`config.mk`:
```
export PLATFORM = sky130hd
export DESIGN_NAME = regfile_sb
export DESIGN_NICKNAME = d
export VERILOG_FILES = /design/src/rtl/regfile_sb.sv
export SDC_FILE = /design/constraint.sdc
export NUM_CORES = 2
export LEC_CHECK = 0
export CORE_MARGIN = 10
export CORE_UTILIZATION = 45
export DETAILED_ROUTE_END_ITERATION = 7
export PLACE_DENSITY = 0.7
export SYNTH_ARGS = -nofsm -noshare
export SYNTH_HDL_FRONTEND = slang
export SYNTH_SLANG_ARGS = --single-unit
```
`constraint.sdc`:
```
create_clock -name clk -period 3.6 [get_ports clk]
set_input_delay 0.72 -clock clk [delete_from_list [all_inputs] [get_ports clk]]
set_output_delay 0.72 -clock clk [all_outputs]
set_load 0.01 [all_outputs]
```
`src/rtl/regfile_sb.sv`:
```
`default_nettype none
// ============================================================================
//  Module   : regfile_sb
//  Purpose  : Multi-read-port register file with a per-register busy
//             scoreboard. Issue marks a destination pending, writeback
//             stores data and clears the pending mark, and a registered
//             count tracks how many registers are pending. Register 0 is
//             hard-wired to zero and never pending.
//  Options  : REGFILE_SB_BYPASS_EN - when defined, a read port addressing
//             the register being written this cycle sees wb_data and a
//             clear busy flag in the same cycle.
//  Revision : 1.0 - initial release
// ============================================================================
module regfile_sb #(
  parameter int DATA_W = 32,
  parameter int ADDR_W = 5,
  parameter int NRD    = 2
) (
  input  logic                  clk,
  input  logic                  reset,     // asynchronous, active-low
  input  logic                  reg_wr,
  input  logic [ADDR_W-1:0]     waddr,
  input  logic [DATA_W-1:0]     wb_data,
  input  logic [NRD*ADDR_W-1:0] raddr,
  output logic [NRD*DATA_W-1:0] rdata,
  input  logic                  iss_vld,
  input  logic [ADDR_W-1:0]     iss_addr,
  output logic [NRD-1:0]        rbusy,
  output logic [ADDR_W:0]       busy_cnt
);

  localparam int NREGS = 2 ** ADDR_W;
  localparam int CNT_W = ADDR_W + 1;

  // Storage. Entry 0 is reset to zero and never written, so it reads as 0.
  logic [DATA_W-1:0] r_regs [NREGS];
  // One pending flag per register; bit 0 is never set.
  logic [NREGS-1:0]  r_busy;
  logic [CNT_W-1:0]  r_busy_cnt;

  logic w_wr_en;    // qualified writeback (address 0 filtered out)
  logic w_iss_en;   // qualified issue (address 0 filtered out)
  logic w_set;      // this edge causes a 0->1 busy transition
  logic w_clr;      // this edge causes a 1->0 busy transition

  assign w_wr_en  = reg_wr  && (waddr    != '0);
  assign w_iss_en = iss_vld && (iss_addr != '0);

  // A re-issue to an already pending register changes nothing.
  assign w_set = w_iss_en && !r_busy[iss_addr];

  // A writeback only retires the pending mark if no new producer is
  // issuing to the same register on the same edge.
  assign w_clr = w_wr_en && r_busy[waddr] &&
                 !(w_iss_en && (iss_addr == waddr));

  // Register storage update on writeback.
  always_ff @(posedge clk or negedge reset) begin
    if (!reset) begin
      for (int i = 0; i < NREGS; i++) begin
        r_regs[i] <= '0;
      end
    end else if (w_wr_en) begin
      r_regs[waddr] <= wb_data;
    end
  end

  // Busy scoreboard: clear on writeback, then set on issue so that a
  // same-address issue (the newer producer) overrides the clear.
  always_ff @(posedge clk or negedge reset) begin
    if (!reset) begin
      r_busy <= '0;
    end else begin
      if (w_wr_en) begin
        r_busy[waddr] <= 1'b0;
      end
      if (w_iss_en) begin
        r_busy[iss_addr] <= 1'b1;
      end
    end
  end

  // Pending count tracks transitions incrementally; it is bounded by
  // construction because w_set/w_clr only fire on real transitions.
  always_ff @(posedge clk or negedge reset) begin
    if (!reset) begin
      r_busy_cnt <= '0;
    end else begin
      r_busy_cnt <= r_busy_cnt
                    + {{(CNT_W-1){1'b0}}, w_set}
                    - {{(CNT_W-1){1'b0}}, w_clr};
    end
  end

  assign busy_cnt = r_busy_cnt;

  // Read ports: combinational lookup, optional same-cycle bypass, and
  // forced zero while reset is held.
  for (genvar gi = 0; gi < NRD; gi++) begin : g_rd
    logic [ADDR_W-1:0] w_ra;
    logic [DATA_W-1:0] w_data;
    logic              w_bsy;

    assign w_ra = raddr[gi*ADDR_W +: ADDR_W];

    // Select stored or bypassed value for this port.
    always_comb begin
      w_data = r_regs[w_ra];
      w_bsy  = r_busy[w_ra];
`ifdef REGFILE_SB_BYPASS_EN
      if (w_wr_en && (w_ra == waddr)) begin
        w_data = wb_data;
        w_bsy  = 1'b0;
      end
`endif
      if (!reset) begin
        w_data = '0;
        w_bsy  = 1'b0;
      end
    end

    assign rdata[gi*DATA_W +: DATA_W] = w_data;
    assign rbusy[gi]                  = w_bsy;
  end

endmodule
`default_nettype wire

```
Word level (Yosys, flattened, before mapping). Cells that the tools add are included.

Bits in registers: 1062. Input bits: 56. Output and inout bits: 72. Word-level logic and storage cells: 93.

$add $sub $neg: 2. Order comparisons: 10. Equal/unequal tests: 1. Muxes and demuxes: 27. Bitwise gates (word level): 6. Reduce and logical (&&, ||, !) cells: 13.

Operator list (number): $bwmux 1024 (1); $bmux 32 s5 (2); $mux 32 (9); $demux 32 s5 (1); $and 32x32->32 (1); $not 32->32 (1); $or 32x32->32 (1); $lt 5x6->1 const B (4); $bmux 1 s5 (4); $ge 6x6->1 const B (3); $not 5->6 (3); $demux 1 s5 (2); $ge 5x1->1 const B (2); $reduce_bool 5->1 (2); $logic_and 1x1->1 (9); $mux 1 (8); $add 6x1->6 (1); $lt 6x1->1 const B (1); $sub 6x1->6 (1); $eq 5x5->1 (1); $logic_not 1->1 (2).

Longest topological paths before layout.
Depth after elaboration: 9. Depth in mapped cells: 15. Mapped depth without buffers: 13.

Worst setup path before layout. Ideal clock, no wire load.

Path type: input -> register. From: in iss_addr[0]. To: reg r_busy_cnt[5] (netlist: busy_cnt[5]). Library setup time: 0.087 ns. Data arrival time: 3.316 ns. Data required time: 3.513 ns. Setup slack: 0.198 ns. Stages on the path: 11. Buffers on the path: 0. Cell sequence: mux4_2 -> and3b_1 -> or4_1 -> o22a_1 -> ha_1 -> inv_1 -> ha_1 -> a21o_1 -> a21o_1 -> a2111o_1 -> o211ai_1.

Longest elaborated chain between the ends: 6. Elaborated cells on any way between the ends: 12. Classes of those cells: add/sub (2); eq/ne (1); mux (2); reduce/logical (7).

Ends and longest elaborated chain: from (decl) (line 27) `input logic [ADDR_W-1:0] iss_addr,`; $bmux 1 s5 or $reduce_bool 5->1 (tied branches) (line 50, 47); $mux 1 (implied by the code) or $logic_and 1x1->1 (tied branches) (line 50, 47); $logic_not 1->1 or $logic_and 1x1->1 (tied branches) (line 50, 55); $logic_and 1x1->1 or $logic_not 1->1 (tied branches) (line 50, 55); $add 6x1->6 or $logic_and 1x1->1 (tied branches) (line 90, 54); $sub 6x1->6 (*) (line 91) `- {{(CNT_W-1){1'b0}}, w_clr};`; to (signal assigned) (line 89) `r_busy_cnt <= r_busy_cnt`; to (decl) (line 39) `logic [CNT_W-1:0] r_busy_cnt;`.

Mark *: on every way between the ends. The rest lies on a longest branch, timed or not. The select of a mux whose other input is x is not followed. A chain may end at the register's enable or synchronous reset.

Worst setup path after layout.
From: in raddr[0]. To: out rdata[15].

Longest elaborated chain between the ends: 5.

Ends and longest elaborated chain: from (decl) (line 24) `input logic [NRD*ADDR_W-1:0] raddr,`; $not 5->6 (implied by the code) (line 108) `w_data = r_regs[w_ra];`; $bmux 32 s5 (line 108); $mux 32 (implied by the code) (2 in series) (line 108); $mux 32 (line 116) `if (!reset) begin`; to (decl) (line 25) `output logic [NRD*DATA_W-1:0] rdata,`.

Every way passes these cells. The select of a mux whose other input is x is not followed.

==> out/results.txt <==
R2R depth -> 13
Post-synth ARST share -> 100%
drt drc -> 0
reg2reg setup slack -> 320 ps
worst setup margin -> 9.44 ps
DRT Pass-1 Iters -> 5
Max Cap Violations -> 0
synthesized area per cell -> 15.1 µm²
clk_skew -> 10.2 ps
worst IR drop on VDD -> 0.403 mV
CP endpoint kind -> output pin
largest net degree at the start of global routing -> 146
Placer Congestion -> 0.860
final setup fails -> 0
initial drt markers -> 3247
most frequent cells in the layout -> dfrtp_1 (1062), mux2_2 (985), mux4_2 (542)
Routed WL -> 169000 µm
Syn Inst Count -> 3810
worst-path fanout max -> 14
Leak -> 29.3 nW
Mapped Area -> 57600 µm²
Power Density -> 525 nW/µm²
Synth Warn # -> 0
Core Area -> 127000 µm²
post-synth cell types -> 52
worst skew pair latency -> 720 ps
Post-DP Area -> 62600 µm²
total track usage -> 23.6%
area delta synth->final -> 16.7%
Vias -> 36797
Die Y -> 378 µm
Core Rows -> 131
hold path startpoint -> r_regs[1022]
setup TNS -> 0 ps
DP Worst Slack -> -519 ps
clk sinks -> 1062
max-slew violations -> 0
initial antenna violation count -> 10
fmax -> 279 MHz
GRT overflow -> 0
I/O pins -> 128
hpwl dp -> 105000 µm
post-synthesis sequential area ratio -> 46.2%
met2 Track Usage GR -> 37.6%
Critical Path Source -> raddr[0]
layout net count -> 4042
CTS Buf Count -> 112
die area -> 143000 µm²
synthesized flop and latch total -> 1062
syn_nets -> 3873
main flop type after synthesis -> dfrtp_1
port bufs -> 127
# fillers -> 10166
CTS Root Cell -> clkbuf_16
hold_ws -> 393 ps
layout cells sized above 1 -> 53.3%
RSZ-0062 raised after global routing -> true
CP required -> 2880 ps
design area -> 67200 µm²
GR Util met1 -> 31.6%
worst slew pin tran -> 1210 ps
status -> finished clean
DRT antenna net count -> 0
Tcrit/Tclk final -> 99.7%
Hold Path Class -> reg -> reg
vias in the first global route -> 38453
multi-input logic area -> 29100 µm²
wire per inst -> 29.4 µm
EDFF count, synth -> 0
clk slew on worst S/H paths -> 60 ps
PnR Total Power -> 35.3 mW
first-pass GRT wire length -> 253000 µm
Slew HR -> 19.2%
r2r endpoint -> busy_cnt[4]
crit path launch type -> primary input
gr busiest metal -> met2
crit path capture -> rdata[15]
fin crit period -> 3590 ps
hold path cells -> 0
register area -> 26600 µm²
Initial Util -> 45.2%
CTS tree -> done
WP data arrival -> 2870 ps
vias per cell -> 6.42
commonest non-fill, non-tap cell in the layout -> dfrtp_1
worst setup path category -> in -> out
r2r startpoint -> r_busy[18]
H-tree levels -> 3
Fin. Hold Viols -> 0
GR Util met3 -> 5.28%
clk buf depth -> 3
chip width -> 378 µm
timing repair:
item                       4_1_cts  5_1_grt
resized for setup               77       57
gates cloned                     5        1
hold endpoints to repair         6        0
setup buffers                   10       30
hold buffers                     1        0
pin swaps                        8        5
setup endpoints to repair       60       34
per-layer routing:
layer | part of all wire, % | routed length, µm | up-vias
li1 | - | - | 14980
met1 | 41 | 69400 | 19977
met2 | 47 | 79600 | 1461
met3 | 8.0 | 13400 | 367
met4 | 3.7 | 6270 | 12
met5 | 0.047 | 80 | -
critical path, stage by stage:
cell             delay (ps)
buf_16                  170
buf_4                   200
mux4_2                  520
mux2i_2                 240
o2111ai_1               170
and4_1                  300
clkdlybuf4s50_1         510
worst min-delay path by stage:
stage / to / slack [ps]
after floorplan: busy_cnt[0] / 420
after global placement: r_regs[1011] / 380
after detailed placement: r_regs[1001] / 380
after CTS: r_regs[1010] / 400
after global routing: r_regs[1022] / 410
final: r_regs[1022] / 390
power breakdown:
part / switching, mW / total [mW] / internal [mW]
logic: 3.00 / 7.88 / 4.88
registers: 1.72 / 16.0 / 14.2
clock network: 4.88 / 11.4 / 6.56
total: 9.61 / 35.3 / 25.7
stage by stage:
stage,instances,utilization (%)
after floorplan,3810,-
after global placement,5480,49.2
after detailed placement,5480,49.2
after CTS,5700,52.4
after global routing,5732,52.8
final,5732,52.8
flip-flops by register name (all words and copies together), names as in the netlist:
name / flops
r_regs: 1024
r_busy: 32
busy_cnt: 6
cell usage after synthesis, drive strengths merged (5+ instances only):
library cell | count | share of area (%)
a22o | 12 | 0.18
and4 | 66 | 1.0
buf | 234 | 2.6
clkbuf | 202 | 1.3
dfrtp | 1062 | 46
ha | 6 | 0.13
inv | 9 | 0.059
mux2 | 992 | 19
mux2i | 204 | 3.5
mux4 | 542 | 21
nand2 | 291 | 1.9
nor2 | 21 | 0.15
nor2b | 6 | 0.065
nor3b | 5 | 0.091
o2111ai | 66 | 1.0
o21ai | 24 | 0.21
xnor2 | 7 | 0.11
kinds of logic (layout without fill, tap and decap cells):
family,count (synthesis),in the layout,synth area share (%)
mux,1738,1738,44.2
other cells,0,1,0
xor+xnor,9,9,0.137
compound gates,127,127,1.75
simple gates,422,422,3.67
fa+ha+maj,7,7,0.165
flops,1062,1062,46.2
buf+inv,445,704,3.94
final cells by class:
cell class | count | area share [%]
Antenna cell | 1 | 0.00372
Clock buffer | 167 | 4.94
Clock inverter | 37 | 0.475
Inverter | 9 | 0.0503
Multi-Input combinational cell | 2303 | 43.3
Sequential cell | 1062 | 39.6
Tap cell | 1662 | 3.10
Timing Repair Buffer | 491 | 8.63
(Power assumes the default switching activity.)
==> patch, RTL diff (same settings) <==
Add a define of `REGFILE_SB_BYPASS_EN`.
--- a/src/rtl/regfile_sb.sv
+++ b/src/rtl/regfile_sb.sv
@@ -11,6 +11,8 @@
 //             clear busy flag in the same cycle.
 //  Revision : 1.0 - initial release
 // ============================================================================
+`define REGFILE_SB_BYPASS_EN
+
 module regfile_sb #(
   parameter int DATA_W = 32,
   parameter int ADDR_W = 5,
Behaviour: not the same (a bounded check fails within 4 cycles, from zero or initial values and one cycle with reset low).
==> patch against the unedited design <==
  * The flow now finishes with violations (negative setup slack)
  * Synthesized area down 0.45%
  * Routed wire length up 16%
  * Total power rose by 4.0%
  * Combinational power grew 4.7%
  * Register-to-register slack gained 0.11 ns
  * Cell area increased by 2.1%
  * Core utilization rose by 1.6 points
  * Count of clock-buffer cells in the layout fell by 7
  * Sequential cell count unchanged
  * Die area is 0.42% lower
  * Cell count up 3.7%
  * Non-clock buffer count increased by 147
  * Setup slack worse by 0.025 ns
  * Clock power rose by 9%
  * Highest routed layer unchanged
==> patch: results (changes against the unedited design) <==
| Metric | Value |
|---|---|
| Status | `finished, violations left` |
| Failing checks | `negative setup slack` |
| Synth top area cells | `dfrtp_1 (46%), mux2_2 (20%), mux4_2 (19%), mux2i_1 (3.3%), buf_2 (1.6%)` |
| Vias | `39900 (+8.5%)` |
| GP Congestion | `0.889 (+3.3%)` |
| CP max FO | `9 (-5)` |
| Mapped Cells | `3905 (+2.5%)` |
| CP max stage delay | `0.55 ns (+0.03 ns)` |
| Register area share after synthesis | `46.4% (+0.21 points)` |
| DR WL/cell | `32.9 µm (+12%)` |
| Yosys cell types | `51 (-1.9%)` |
| CP arrival | `2.90 ns (+0.03 ns)` |
| Setup TNS Final | `-0.0151 ns (-0.0151 ns)` |
| Fin util | `54.4% (+1.6 points)` |
| Post-DP HPWL | `124000 µm (+18%)` |
| First-pass GRT wire length | `285000 µm (+13%)` |
| Worst R2R Setup Slack | `0.43 ns (+0.11 ns)` |
| DP Worst Slack | `-0.660 ns (-0.142 ns)` |
| Setup ws final | `-0.0151 ns (-0.0245 ns)` |
| Vias per cell | `6.72 (+4.7%)` |
| Total Routing Usage GR | `27.0% (+3.5 points)` |
| Worst r2r src | `r_busy[27]$_DFF_PN0_` |
| Synth cell count leaders | `dfrtp_1 (1062), mux2_2 (998), mux4_2 (486)` |
| Nets@finish | `4261 (+5.4%)` |
| Vias in the first global route | `40900 (+6.3%)` |
| Power Internal | `0.0265 W (+3.1%)` |
| Layout fillers | `9940 (-2.2%)` |
| Layout cells sized above 1 | `54.5% (+1.2 points)` |
| # setup viols final | `1 (+1)` |
| Initial DRC count | `4454 (+37%)` |
| Worst hold path class | `input port to async pin` |
| Least-Margin Pin Slew | `0.999 ns (-0.208 ns)` |
| Min Hold Slack | `0.0436 ns (-0.350 ns)` |
| Setup crit end | `rdata[21]` |
| Leak Pwr | `29.7 nW (+1.2%)` |
| Placed instance area | `64000 µm² (+2.3%)` |
| Clock Skew | `0.0103 ns (+0.000180 ns)` |
## patch: what timing repair did
item	in CTS	in global routing
resized for setup	192	112
buffers inserted	14	19
endpoints found under the setup margin	65	60
cloned	4	4
pin swaps	9	9
hold buffers	0	0
## patch: cell families (layout without fill, tap and decap cells)
kind of cell	count (synthesis)	after routing	synth area share [%]
and+or+nand+nor	272	272	2.12
xor gates and xnor gates	20	20	0.306
muxes	1675	1675	42.0
buffers and inverters	477	861	3.73
adders and majority gates	7	7	0.166
AOI/OAI and AO/OA	392	392	5.26
DFF	1062	1062	46.4
other	0	3	0
## patch: layout make-up
class                   instances  area share (%)
clock buffers                 160            4.73
multi-input cells            2366            42.4
clock inverters                46           0.965
inverters                      17          0.0930
well taps                    1650            3.01
flip-flops and latches       1062            38.8
diodes                          3          0.0109
repair buffers                638            10.1
## patch: per-layer routing
layer | vias to the layer above | part of all wire [%] | global-route usage [%]
met4 | 6 | 4.9 | 12.1
met3 | 504 | 10 | 7.23
met2 | 2092 | 45 | 40.7
met1 | 21600 | 40 | 36.6
li1 | 15800 | - | -
met5 | - | 0.019 | 0
## patch: power groups by stage
stage | logic, W | clock network (W) | registers, W
floorplan | 0.00565 | 0 | 0.0155
CTS | 0.00816 | 0.0125 | 0.0160
finish | 0.00825 | 0.0124 | 0.0161
global route | 0.00877 | 0.0130 | 0.0163
detailed placement | 0.00808 | 0 | 0.0162
global placement | 0.00792 | 0 | 0.0160
